File: src/rtl/data_buffer.sv
// data_buffer: shared byte FIFO between the USB receiver, the USB transmitter
// and the AHB-lite slave. First-word fall-through head shared by both readers;
// occupancy is derived from the pointer difference.
// DEPTH must be a power of two so the address bits wrap naturally.
module data_buffer #(
  parameter int unsigned DEPTH = 64
) (
  input  logic                     clk,
  input  logic                     n_rst,
  input  logic                     clear,
  input  logic                     flush,
  input  logic                     store_rx_packet_data,
  input  logic [7:0]               rx_packet_data,
  input  logic                     store_tx_data,
  input  logic [7:0]               tx_data,
  input  logic                     get_rx_data,
  output logic [7:0]               rx_data,
  input  logic                     get_tx_packet_data,
  output logic [7:0]               tx_packet_data,
  output logic [$clog2(DEPTH):0]   buffer_occupancy
);

  localparam int unsigned AW = $clog2(DEPTH);
  localparam int unsigned PW = AW + 1;

  logic [7:0]    mem [DEPTH];
  logic [PW-1:0] wptr_q, wptr_d;
  logic [PW-1:0] rptr_q, rptr_d;
  logic [PW-1:0] occ;
  logic          full, empty;
  logic          wr_req, rd_req, wr_en, rd_en, reset_ptrs;
  logic [7:0]    wr_data;
  logic [7:0]    head;

  // Occupancy and full/empty from the pointers registered at cycle start.
  always_comb begin
    occ   = wptr_q - rptr_q;
    full  = (occ == PW'(DEPTH));
    empty = (occ == '0);
  end

  // Request arbitration: the receiver's write wins over the AHB write, and
  // either read strobe pops the single shared head entry once.
  always_comb begin
    wr_req     = store_rx_packet_data | store_tx_data;
    wr_data    = store_rx_packet_data ? rx_packet_data : tx_data;
    rd_req     = get_rx_data | get_tx_packet_data;
    reset_ptrs = flush | clear;
    // flush/clear discards any same-cycle write or pop.
    wr_en      = wr_req & ~full & ~reset_ptrs;
    rd_en      = rd_req & ~empty & ~reset_ptrs;
  end

  // Next-state pointers.
  always_comb begin
    wptr_d = wptr_q;
    rptr_d = rptr_q;
    if (reset_ptrs) begin
      wptr_d = '0;
      rptr_d = '0;
    end else begin
      if (wr_en) wptr_d = wptr_q + PW'(1);
      if (rd_en) rptr_d = rptr_q + PW'(1);
    end
  end

  // Pointer registers with asynchronous reset.
  always_ff @(posedge clk or negedge n_rst) begin
    if (!n_rst) begin
      wptr_q <= '0;
      rptr_q <= '0;
    end else begin
      wptr_q <= wptr_d;
      rptr_q <= rptr_d;
    end
  end

  // Storage array; contents are intentionally left unreset and uncleared.
  always_ff @(posedge clk) begin
    if (wr_en) mem[wptr_q[AW-1:0]] <= wr_data;
  end

  // Fall-through head, forced to zero when empty.
  always_comb begin
    head = 8'h00;
    if (!empty) head = mem[rptr_q[AW-1:0]];
  end

  // Outputs depend only on registers and the array.
  always_comb begin
    rx_data          = head;
    tx_packet_data   = head;
    buffer_occupancy = occ;
  end

endmodule
File: config.mk
export PLATFORM = sky130hd
export DESIGN_NAME = data_buffer
export DESIGN_NICKNAME = d
export VERILOG_FILES = /design/src/rtl/data_buffer.sv
export SDC_FILE = /design/constraint.sdc
export NUM_CORES = 1
export LEC_CHECK = 0
export CAP_MARGIN = 20
export CORE_ASPECT_RATIO = 0.8
export CORE_UTILIZATION = 59
export DETAILED_ROUTE_END_ITERATION = 6
export HOLD_SLACK_MARGIN = 0.08
export PLACE_DENSITY = 0.75
export RECOVER_POWER = 50
export SLEW_MARGIN = 10
export SYNTH_ARGS = -nofsm -noshare
export SYNTH_HDL_FRONTEND = slang
export SYNTH_SLANG_ARGS = --single-unit
File: constraint.sdc
create_clock -name clk -period 8.33 [get_ports clk]
set_input_delay 1.666 -clock clk [delete_from_list [all_inputs] [get_ports clk]]
set_output_delay 1.666 -clock clk [all_outputs]
set_load 0.005 [all_outputs]
# Yosys cells after proc, flatten, opt, wreduce, memory -nomap -nowiden
# Memory sizes are Yosys's and may differ from the RTL's.
# Cells that the tools add are included.
# word_totals
mem_count,1
out_inout_bits,23
reg_bits,14
mem_bits_rw,512
in_bits,24
# classes
n_eq_ne,1
reduce_logical,3
n_addsub,3
n_bitwise,10
muxes,8
# memory_table
memory,depth,word_bits,rd,rd_ports_with_merged_regs,wr,line,rtl
mem,64,8,1,0,1,26,logic [7:0] mem [DEPTH];
# op_table
op,n
two-way mux 7 bit,4
two-way mux 8 bit,2
"adder 7 x 1 -> 7 bit, second input constant",2
"equality test 7 bit, second input constant",1
logical NOT 7 bit,1
subtractor 7 bit,1
AND 1 bit,4
nonzero test 2 bit,2
inverter 1 bit,3
bitwise OR 1 bit,3
two-way mux 1 bit,2

# Longest topological paths before layout
# Gate-level depths: netlist of the first run.
# depth
word_depth,7
mapped_depth,12
mapped_depth_nobuf,11

# Worst setup path before layout of the first run
# Ideal clock, no wire load.
# synth_path
kind,reg-to-output
startpoint,reg rptr_q[1]
endpoint,out tx_packet_data[0]
setup_slack_ns,3.658
t_arrival_ns,3.006
n_path_buf,3
t_required_ns,6.664
stages_incl_launch_ff,11
path_cell_list,dfrtp_1 buf_2 buf_1 inv_1 fa_1 xor2_1 or3_1 or4_4 nor2_1 nor3_1 buf_4
# synth_via
elab_chain_cells,3
# synth_lines
element,line,rtl
from (decl),28,"logic [PW-1:0] rptr_q, rptr_d;"
from (signal assigned),74,rptr_q <= rptr_d;
subtractor 7 bit,37,occ = wptr_q - rptr_q;
named net buffer_occupancy[2],20,output logic [$clog2(DEPTH):0] buffer_occupancy
logical NOT 7 bit,39,empty = (occ == '0);
two-way mux 8 bit,86,if (!empty) head = mem[rptr_q[AW-1:0]];
to (decl),19,"output logic [7:0] tx_packet_data,"
# The timed path passes the listed nets, and every way through them passes these cells.

# Worst setup path after layout of the first run
# layout_path
startpoint,reg rptr_q[5]
endpoint,out rx_data[0]
# layout_via
elab_chain_cells,3
# layout_lines
element,line,rtl
subtractor 7 bit,37,
logical NOT 7 bit,39,
two-way mux 8 bit *,86,
to (decl),17,"output logic [7:0] rx_data,"
# Mark *: on every way between the ends. The rest lies on a longest branch, timed or not.

==> metrics.md, run 1 <==
| Metric | Value |
|---|---|
| Synth Flop Type | `edfxtp_1` |
| Failing checks | `design-rule violations, max-capacitance violations, max-slew violations` |
| Bufs on Longest Clock Path | `3` |
| Largest area contributor in the netlist | `edfxtp_1` |
| Count leader, synth | `edfxtp_1` |
| WL/cell | `roughly 29 um` |
| Worst Hold Class | `flip-flop to flip-flop` |
| Synth top area cells | `edfxtp_1 73%, mux4_2 15%, dfrtp_1 1.7%` |
| Number of synthesized register bits | `~530` |
| Final Slew Violations | `450` |
| Clock slew at reported path FFs | `~0.06 ns` |
| Post-CTS Resized | `0` |
| Final ANT Viol Nets | `0` |
| Share of Yosys cell area claimed by the top area cell type | `between 70 and 80%` |
| Async set or reset register ratio after synthesis | `2.66%` |
| TNS Setup | `0 ns` |
| Die width | `213 um` |
| CP startpoint kind | `flip-flop` |
| Largest stage delay on the critical path | `between 0.7 and 0.8 ns` |
| Num CTS Buffers | `49` |
| RSZ-0062 raised after global routing | `no` |
| Area delta synth->final | `12.1%` |
| Die height | `between 150 and 200 um` |
| GP Congestion | `around 0.94` |
| Warnings, synthesis | `0` |
| Later-pin clock latency in the skew report | `between 0.5 and 0.6 ns` |
| CP cell instances | `clkinv_1 -> ha_1 -> nor3b_1 -> a221oi_1 -> o311ai_0 -> or4_2 -> nor2_1 -> nor3_1 -> clkdlybuf4s50_1` |
| Power, Total | `6.07 mW` |
| Post-Synthesis Cells | `a little over 1,000` |
| Period utilization | `79.0%` |
| GR Overflow Total | `0` |
| Syn_nets | `between 1,000 and 1,500` |
| Worst Path Buf+Inv | `2` |
| Post-Syn Area | `approximately 21,000 um^2` |
| Final wirelength | `approximately 46 mm` |
| Required time worst endpoint | `around 6.7 ns` |
| Unique masters post-synth | `49` |
| Final hold violations | `0` |
| GRT Util Overall | `roughly 26%` |
| # DRC | `2` |
| Critical path's slowest cell | `or4_2` |
| Core Region | `between 30,000 and 40,000 um^2` |
| Post-CTS Setup Bufs | `0` |
| Rel. slew slack | `-109%` |
| VDD IR-drop max | `0.000195 V` |
| Hold_ws | `around 0.57 ns` |
| Row Count | `61` |
| Layout cells sized above 1 | `a little over a fifth` |
| Via/cell ratio | `between 6 and 7` |
| Clk_skew | `~0.027 ns` |
| Worst Setup End Kind | `primary output` |
| NumNets Final | `around 1,100` |
| Power Dens Cells | `~260 nW/um^2` |
| Slew @ Worst Pin | `3.13 ns` |
| Crit-path max FO | `13` |
| HPWL after DPL | `~28 mm` |
| Setup violators final | `0` |
| Clk root buf | `clkbuf_16` |
| Placed Cells incl. Taps | `around 1,500` |
| Max cap viols | `8` |
| Antenna violations before repair | `0` |
| Antenna cell count | `0` |
| Drt pass-1 iters | `7` |
| CTS Sinks | `between 500 and 600` |
| Sequential cell area | `about 16,000 um^2` |
| Post-synth EDFFs | `a little over 500` |
| Drt initial violations | `1,395` |
| Cell Count, Final, Fillers Out | `around 1,600` |
| Initial core utilization | `roughly three fifths` |
| First-pass GRT wire length | `66.4 mm` |
| Syn_area_per_cell | `between 20 and 25 um^2` |
| Critical path arrival | `approximately 5 ns` |
| Crit path time final | `6.58 ns` |
| Total number of vias | `between 10,000 and 15,000` |
| Vias in the first global route | `around 10,000` |
| Largest net degree at the start of global routing | `roughly 70` |
| Synth top cells by count | `512 x edfxtp_1, 142 x mux4_2, 92 x nor2_1, 32 x a22oi_1, 29 x a21oi_1` |
| Fill cells | `2,225` |
| Outcome | `finished with violations` |
| Max H-tree Level | `2` |
| Crit path kind | `flip-flop to primary output` |
| Delay-heaviest family, CP | `simple AND/OR/NAND/NOR gates` |
| Ports | `47` |
| Port Buffers | `46` |
| P_leak | `7.13 nW` |
| Fmax | `0.152 GHz` |
| Hold buffers post-CTS | `0` |
| CTS tree | `yes` |
| Die ar. | `36,300 um^2` |
| Multi-input gate area | `4840 um^2` |
| Post-synthesis sequential area ratio | `~75%` |
[layer usage]
layer / routed length (um) / GRT usage [%] / up-vias / part of all wire (%)
met5: 0 / 0 / - / 0
met4: 815 / 5.82 / 0 / 1.8
met3: 4630 / 6.85 / 66 / 10
met2: 21000 / 38.2 / 536 / 46
met1: 19200 / 39.7 / 5398 / 42
li1: - / - / 4329 / -
[cell type report]
type	count	area share, %
Clock buffer	59	5.65
Clock inverter	32	1.66
Inverter	12	0.192
Multi-Input combinational cell	424	20.6
Sequential cell	526	67.0
Tap cell	472	2.52
Timing Repair Buffer	58	2.30
[through the flow]
stage / setup WS [ns] / utilization [%] / area (um^2)
floorplan: 3.66 / - / 20900
global placement: 2.81 / 62.5 / 21800
detailed placement: 2.74 / 62.5 / 21800
CTS: 2.14 / 67.4 / 23500
global route: 1.56 / 67.3 / 23500
finish: 1.75 / 67.3 / 23500
[flip-flops by register name (all words and copies together) (netlist names)]
name    count
rptr_q      7
wptr_q      7
mem       512
[path summary, 6_finish.rpt]
path | from | depth (start not counted) | to | slack (ns)
max | rptr_q[5] | 9 | rx_data[0] | 1.75
min | wptr_q[6] | 2 | wptr_q[6] | 0.57
max reg2reg | rptr_q[5] | 9 | mem[54][2] | 2.97
min in group asynchronous | n_rst | 1 | rptr_q[6] | 1.62
min reg2reg | wptr_q[6] | 2 | wptr_q[6] | 0.57
max in group asynchronous | n_rst | 1 | rptr_q[1] | 6.10
[logic make-up after synthesis]
family	Yosys count	share of synthesized area, %
AOI/OAI and AO/OA	89	2.87
xor gates and xnor gates	9	0.376
adders and majority gates	9	0.574
buffers and inverters	69	1.61
DFF	526	75.1
muxes	156	16.0
and+or+nand+nor	161	3.48
[cell usage in the layout, fill, tap and decap left out, types with 3 or more instances in the layout]
cell type / count
dfrtp_1: 11
mux2_1: 5
or2_2: 3
nand2_1: 13
a211oi_1: 3
xor2_1: 3
mux2_2: 3
clkbuf_1: 12
clkinv_1: 13
bufinv_16: 9
or3_1: 8
clkinv_2: 6
a22oi_1: 32
o21ai_1: 4
nand4_1: 7
buf_4: 5
mux4_2: 142
clkdlybuf4s50_1: 44
nand3_1: 18
clkbuf_16: 51
ha_1: 8
edfxtp_1: 512
inv_1: 9
xnor2_1: 6
clkinvlp_4: 3
nor2_1: 92
mux2i_1: 6
nor3_1: 8
o21ai_0: 9
a21oi_1: 29
[worst register-to-register path, stage by stage (launching register included)]
cell      delay, ns
dfrtp_1        0.58
clkinv_1       0.38
ha_1           0.48
nor3b_1        0.18
a221oi_1       0.22
o311ai_0       0.32
or4_2          0.76
o21ai_0        1.12
or3_1          0.61
nor2_1         0.38
[power by group]
group          internal, mW  leakage, nW  switching, mW
Combinational         0.361         1.51          0.386
Sequential             2.94         4.79         0.0225
Clock                  1.41        0.831          0.946
Total                  4.71         7.13           1.35
No activity file was read; power rests on OpenSTA's default activity.
==> inputs of run 2 (changes only) <==
Settings changed: CORE_UTILIZATION 59 to 56.
Clock period 8.33 ns to 6 ns, I/O delays scaled along.
==> metrics.md, run 2 (same netlist as run 1, synthesis figures left out) <==
| Metric | Value |
|---|---|
| Outcome | `finished with violations` |
| Failing checks | `max-capacitance violations, max-slew violations` |
| P_leak | `between 7 and 8 nW` |
| Clk_skew | `0.0268 ns` |
| Slew @ Worst Pin | `3.14 ns` |
| GP Congestion | `between 0.9 and 1` |
| Period utilization | `95.4%` |
| Row Count | `between 60 and 70` |
| Die height | `175 um` |
| Crit path kind | `flip-flop to primary output` |
| Vias in the first global route | `10,300` |
| Clk root buf | `clkbuf_16` |
| Clock slew at reported path FFs | `0.06 ns` |
| Post-CTS Resized | `0` |
| Bufs on Longest Clock Path | `3` |
| Fill cells | `around 2,400` |
| Antenna cell count | `0` |
| Layout cells sized above 1 | `a little over 20%` |
| Later-pin clock latency in the skew report | `about 0.58 ns` |
| Port Buffers | `46` |
| Sequential cell area | `15,700 um^2` |
| Commonest non-fill, non-tap cell in the layout | `edfxtp_1` |
| Final Slew Violations | `approximately 370` |
| Util after Layout | `between 60% and 70%` |
| Power Dens Cells | `around 340 nW/um^2` |
| NumNets Final | `about 1,100` |
| RSZ-0062 raised after global routing | `no` |
| CP startpoint kind | `flip-flop` |
| # DRC | `0` |
| Post-CTS Setup Bufs | `0` |
| CTS Sinks | `about 530` |
| CTS tree | `yes` |
| Die ar. | `between 30,000 and 40,000 um^2` |
| Rel. slew slack | `-109%` |
| Ports | `47` |
| Hold buffers post-CTS | `0` |
| Placed Cells incl. Taps | `1,502` |
| Antenna violations before repair | `0` |
| Worst Hold Class | `flip-flop to flip-flop` |
| Final ANT Viol Nets | `0` |
| Fmax | `0.175 GHz` |
| Area delta synth->final | `11.1%` |
| HPWL after DPL | `between 20 and 30 mm` |
| Max H-tree Level | `2` |
| Worst Setup End Kind | `primary output` |
| Via/cell ratio | `approximately 6.6` |
| Drt initial violations | `~1,300` |
| Largest net degree at the start of global routing | `about 110` |
| Final hold violations | `0` |
| WL/cell | `29.6 um` |
| First-pass GRT wire length | `roughly 69 mm` |
| Cell Count, Final, Fillers Out | `between 1,500 and 2,000` |
| Final wirelength | `~47 mm` |
| Commonest cells after routing, fill and taps aside | `512 x edfxtp_1, 142 x mux4_2, 92 x nor2_1, 48 x clkbuf_16, 44 x clkdlybuf4s50_1` |
| Total number of vias | `around 10,000` |
| Initial core utilization | `57.6%` |
| Setup violators final | `0` |
| VDD IR-drop max | `~0.00029 V` |
| Max cap viols | `7` |
| GRT Util Overall | `25.5%` |
| Max reg flops | `around 510` |
| Core Region | `36,400 um^2` |
| GR Overflow Total | `0` |
| Drt pass-1 iters | `5` |
| TNS Setup | `0 ns` |
| Die width | `~220 um` |
| Multi-input gate area | `4850 um^2` |
| Required time worst endpoint | `about 4.8 ns` |
| Crit path time final | `around 5.7 ns` |
| Critical path arrival | `roughly 4.5 ns` |
| Num CTS Buffers | `48` |
| Crit-path max FO | `13` |
-- run 2: cell count changes in the layout (fill, tap and decap cells not counted), moves of 2 or more --
cell       previous run  this run
clkbuf_1             12        19
clkbuf_8              2         5
buf_4                 5         7
bufinv_16             9         1
clkbuf_16            51        48
-- run 2: metal layers --
layer / global-route usage [%] / vias to the layer above / share of wire (%)
met4: 6.93 / 2 / 2.5
met1: 38.3 / 5467 / 41
li1: - / 4333 / -
met5: 2.56 / - / 0.28
met3: 7.54 / 86 / 11
met2: 36.6 / 572 / 44
-- run 2: power breakdown --
part	total [mW]	switching, mW	internal, mW
combinational	1.03	0.523	0.512
clock	2.88	1.30	1.58
sequential	4.10	0.0251	4.08
total	8.01	1.85	6.17
-- run 2: final cells by class --
cell class	count	area share [%]
sequential	526	67.6
multi-input combinational	424	20.8
clock buffer	65	5.65
tap	480	2.58
timing repair buffer	62	2.49
clock inverter	22	0.624
inverter	12	0.194
-- run 2: metrics by stage --
| stage | instance area [um^2] | hold WS, ns | setup WS (ns) | total power [mW] |
|---|---|---|---|---|
| global placement | 21800 | 0.546 | 1.13 | 5.21 |
| finish | 23300 | 0.572 | 0.277 | 8.01 |
| floorplan | 20900 | 0.534 | 1.79 | 4.86 |
| detailed placement | 21900 | 0.560 | 1.09 | 5.23 |
| global route | 23300 | 0.606 | 0.165 | 8.24 |
| CTS | 23300 | 0.571 | 0.457 | 8.06 |
-- run 2: final timing paths --
path | startpoint | endpoint | slack [ns] | depth (start not counted)
max in group asynchronous | n_rst | rptr_q[0] | 4.23 | 1
worst max register to register | rptr_q[5] | mem[31][0] | 0.42 | 9
worst max-delay path | rptr_q[5] | tx_packet_data[3] | 0.28 | 10
worst min-delay path | wptr_q[6] | wptr_q[6] | 0.57 | 2
worst min register to register | wptr_q[6] | wptr_q[6] | 0.57 | 2
min in group asynchronous | n_rst | rptr_q[4] | 1.16 | 1
-- run 2: critical path, cell delays in order (launching register included) --
cell and delay [ns]:
dfrtp_1 0.77, clkinv_1 0.52, ha_1 0.56, nor2b_1 0.08, a221oi_1 0.33, o311ai_2 0.20, or4_1 0.57, nor2_1 0.10
buf_4 0.22, nor3_1 0.11, clkdlybuf4s50_1 0.48
==> inputs of run 3 (changes only) <==
Settings changed: CORE_UTILIZATION 56 to 57, DONT_BUFFER_PORTS from default to 1, PLACE_DENSITY 0.75 to 0.74.
==> metrics.md, run 3 (same netlist as run 1, synthesis figures left out) <==
| Metric | Value |
|---|---|
| Period utilization | `roughly nine tenths` |
| Die height | `173 um` |
| Area delta synth->final | `8.69%` |
| Seq pwr share | `52.5%` |
| Power Dens Cells | `around 340 nW/um^2` |
| P_leak | `approximately 6.8 nW` |
| Critical path arrival | `5.58 ns` |
| Fmax | `approximately 0.19 GHz` |
| GR Overflow Total | `0` |
| Vias in the first global route | `10,200` |
| Antenna cell count | `0` |
| Crit-path max FO | `14` |
| VDD IR-drop max | `0.000310 V` |
| Worst Setup End Kind | `flip-flop` |
| Post-CTS Setup Bufs | `0` |
| Clock slew at reported path FFs | `0.07 ns` |
| Clock power share | `between 30 and 40%` |
| Clk root buf | `clkbuf_16` |
| Net Sw Power | `roughly 1.8 mW` |
| Final wirelength | `~45 mm` |
| Row Count | `62` |
| Max reg flops | `512` |
| CTS tree | `yes` |
| Commonest cells after routing, fill and taps aside | `512 x edfxtp_1, 142 x mux4_2, 92 x nor2_1, 48 x clkbuf_16, 32 x a22oi_1` |
| Internal Pwr Total | `~6 mW` |
| Placed Cells incl. Taps | `1,458` |
| Outcome | `finished with violations` |
| Via/cell ratio | `about 6.6` |
| Num CTS Buffers | `between 40 and 50` |
| Port Buffers | `0` |
| Failing checks | `max-capacitance violations, max-slew violations` |
| Bufs on Longest Clock Path | `3` |
| NumNets Final | `approximately 1,100` |
| Die ar. | `around 38,000 um^2` |
| Core Region | `between 30,000 and 40,000 um^2` |
| First-pass GRT wire length | `slightly below 70 mm` |
| Antenna violations before repair | `2` |
| Ports | `47` |
| Fill cells | `2,409` |
| Worst Hold Class | `primary input to async pin` |
| Layout cells sized above 1 | `21.7%` |
| Setup violators final | `0` |
| GRT Util Overall | `about a quarter` |
| Max cap viols | `8` |
| TNS Setup | `0 ns` |
| CP startpoint kind | `flip-flop` |
| Util after Layout | `between 60% and 70%` |
| Sw frac | `around 23%` |
| Hold buffers post-CTS | `0` |
| Cell Count, Final, Fillers Out | `around 1,500` |
| Power, Total | `7.83 mW` |
| Rel. slew slack | `-107%` |
| Crit path time final | `between 5 and 6 ns` |
| Clk_skew | `approximately 0.026 ns` |
| CTS Sinks | `~530` |
| Final ANT Viol Nets | `0` |
| WL/cell | `29.2 um` |
| Max H-tree Level | `2` |
| Final Slew Violations | `520` |
| Crit path kind | `flip-flop to flip-flop` |
| Later-pin clock latency in the skew report | `0.58 ns` |
| HPWL after DPL | `~27 mm` |
| Die width | `216 um` |
| Required time worst endpoint | `approximately 6.2 ns` |
| Total number of vias | `approximately 10,000` |
| Pre-CTS WS | `1.43 ns` |
| Post-CTS Resized | `0` |
| Commonest non-fill, non-tap cell in the layout | `edfxtp_1` |
| Slew @ Worst Pin | `about 3.1 ns` |
| GP Congestion | `around 0.89` |
| RSZ-0062 raised after global routing | `no` |
| Initial core utilization | `58.0%` |
| Drt pass-1 iters | `5` |
| # DRC | `0` |
| Comb power frac | `11.0%` |
| Drt initial violations | `approximately 1,200` |
| Setup slack after layout | `0.661 ns` |
| Largest net degree at the start of global routing | `68` |
| Final hold violations | `0` |
==> run 3: routing by layer <==
metal  up-vias  part of all wire, %  wire, um  GRT usage (%)
li1       4224                    -         -              -
met1      5318                   42     18700           37.6
met2       512                   46     20500           36.3
met3        75                   11      4840           7.23
met4         0                  2.1       950           5.96
met5         -                    0         0              0
==> run 3: cell type report <==
type | instances | area (um^2) | area share, %
Sequential cell | 526 | 15700 | 69.1
Multi-Input combinational cell | 424 | 4850 | 21.3
Clock buffer | 60 | 1260 | 5.52
Tap cell | 480 | 601 | 2.64
Clock inverter | 22 | 169 | 0.742
Timing Repair Buffer | 16 | 106 | 0.467
Inverter | 12 | 45.0 | 0.198
==> run 3: worst paths after layout <==
| kind | startpoint | to | slack (ns) | cells after the start |
|---|---|---|---|---|
| min reg2reg | wptr_q[6] | wptr_q[6] | 0.60 | 2 |
| max in group asynchronous | n_rst | rptr_q[2] | 5.58 | 0 |
| max | rptr_q[5] | mem[30][6] | 0.66 | 9 |
| max reg2reg | rptr_q[5] | mem[30][6] | 0.66 | 9 |
| min | n_rst | wptr_q[1] | 0.31 | 0 |
| min in group clk | wptr_q[6] | wptr_q[6] | 0.60 | 2 |
==> run 3: power groups by stage <==
stage	Combinational [mW]	Sequential (mW)	Clock [mW]
final	0.863	4.11	2.85
after global routing	0.922	4.11	3.03
after CTS	0.889	4.10	2.88
after detailed placement	0.884	4.18	0
after global placement	0.872	4.18	0
after floorplan	0.712	4.15	0
==> run 3: critical path, cell delays in order, from the launching register on <==
cell      delay [ns]
dfrtp_1         0.64
clkinv_1        0.44
ha_1            0.57
nor2b_1         0.08
a221oi_1        0.34
o311ai_2        0.24
or4_1           0.67
o21ai_0         1.07
or3_1           0.56
nor2_1          0.37
==> run 3: through the flow <==
step	area, um^2	hold slack, ns
floorplan	20900	0.534
global placement	21400	0.556
detailed placement	21400	0.573
CTS	22800	0.290
global route	22800	0.288
finish	22800	0.310
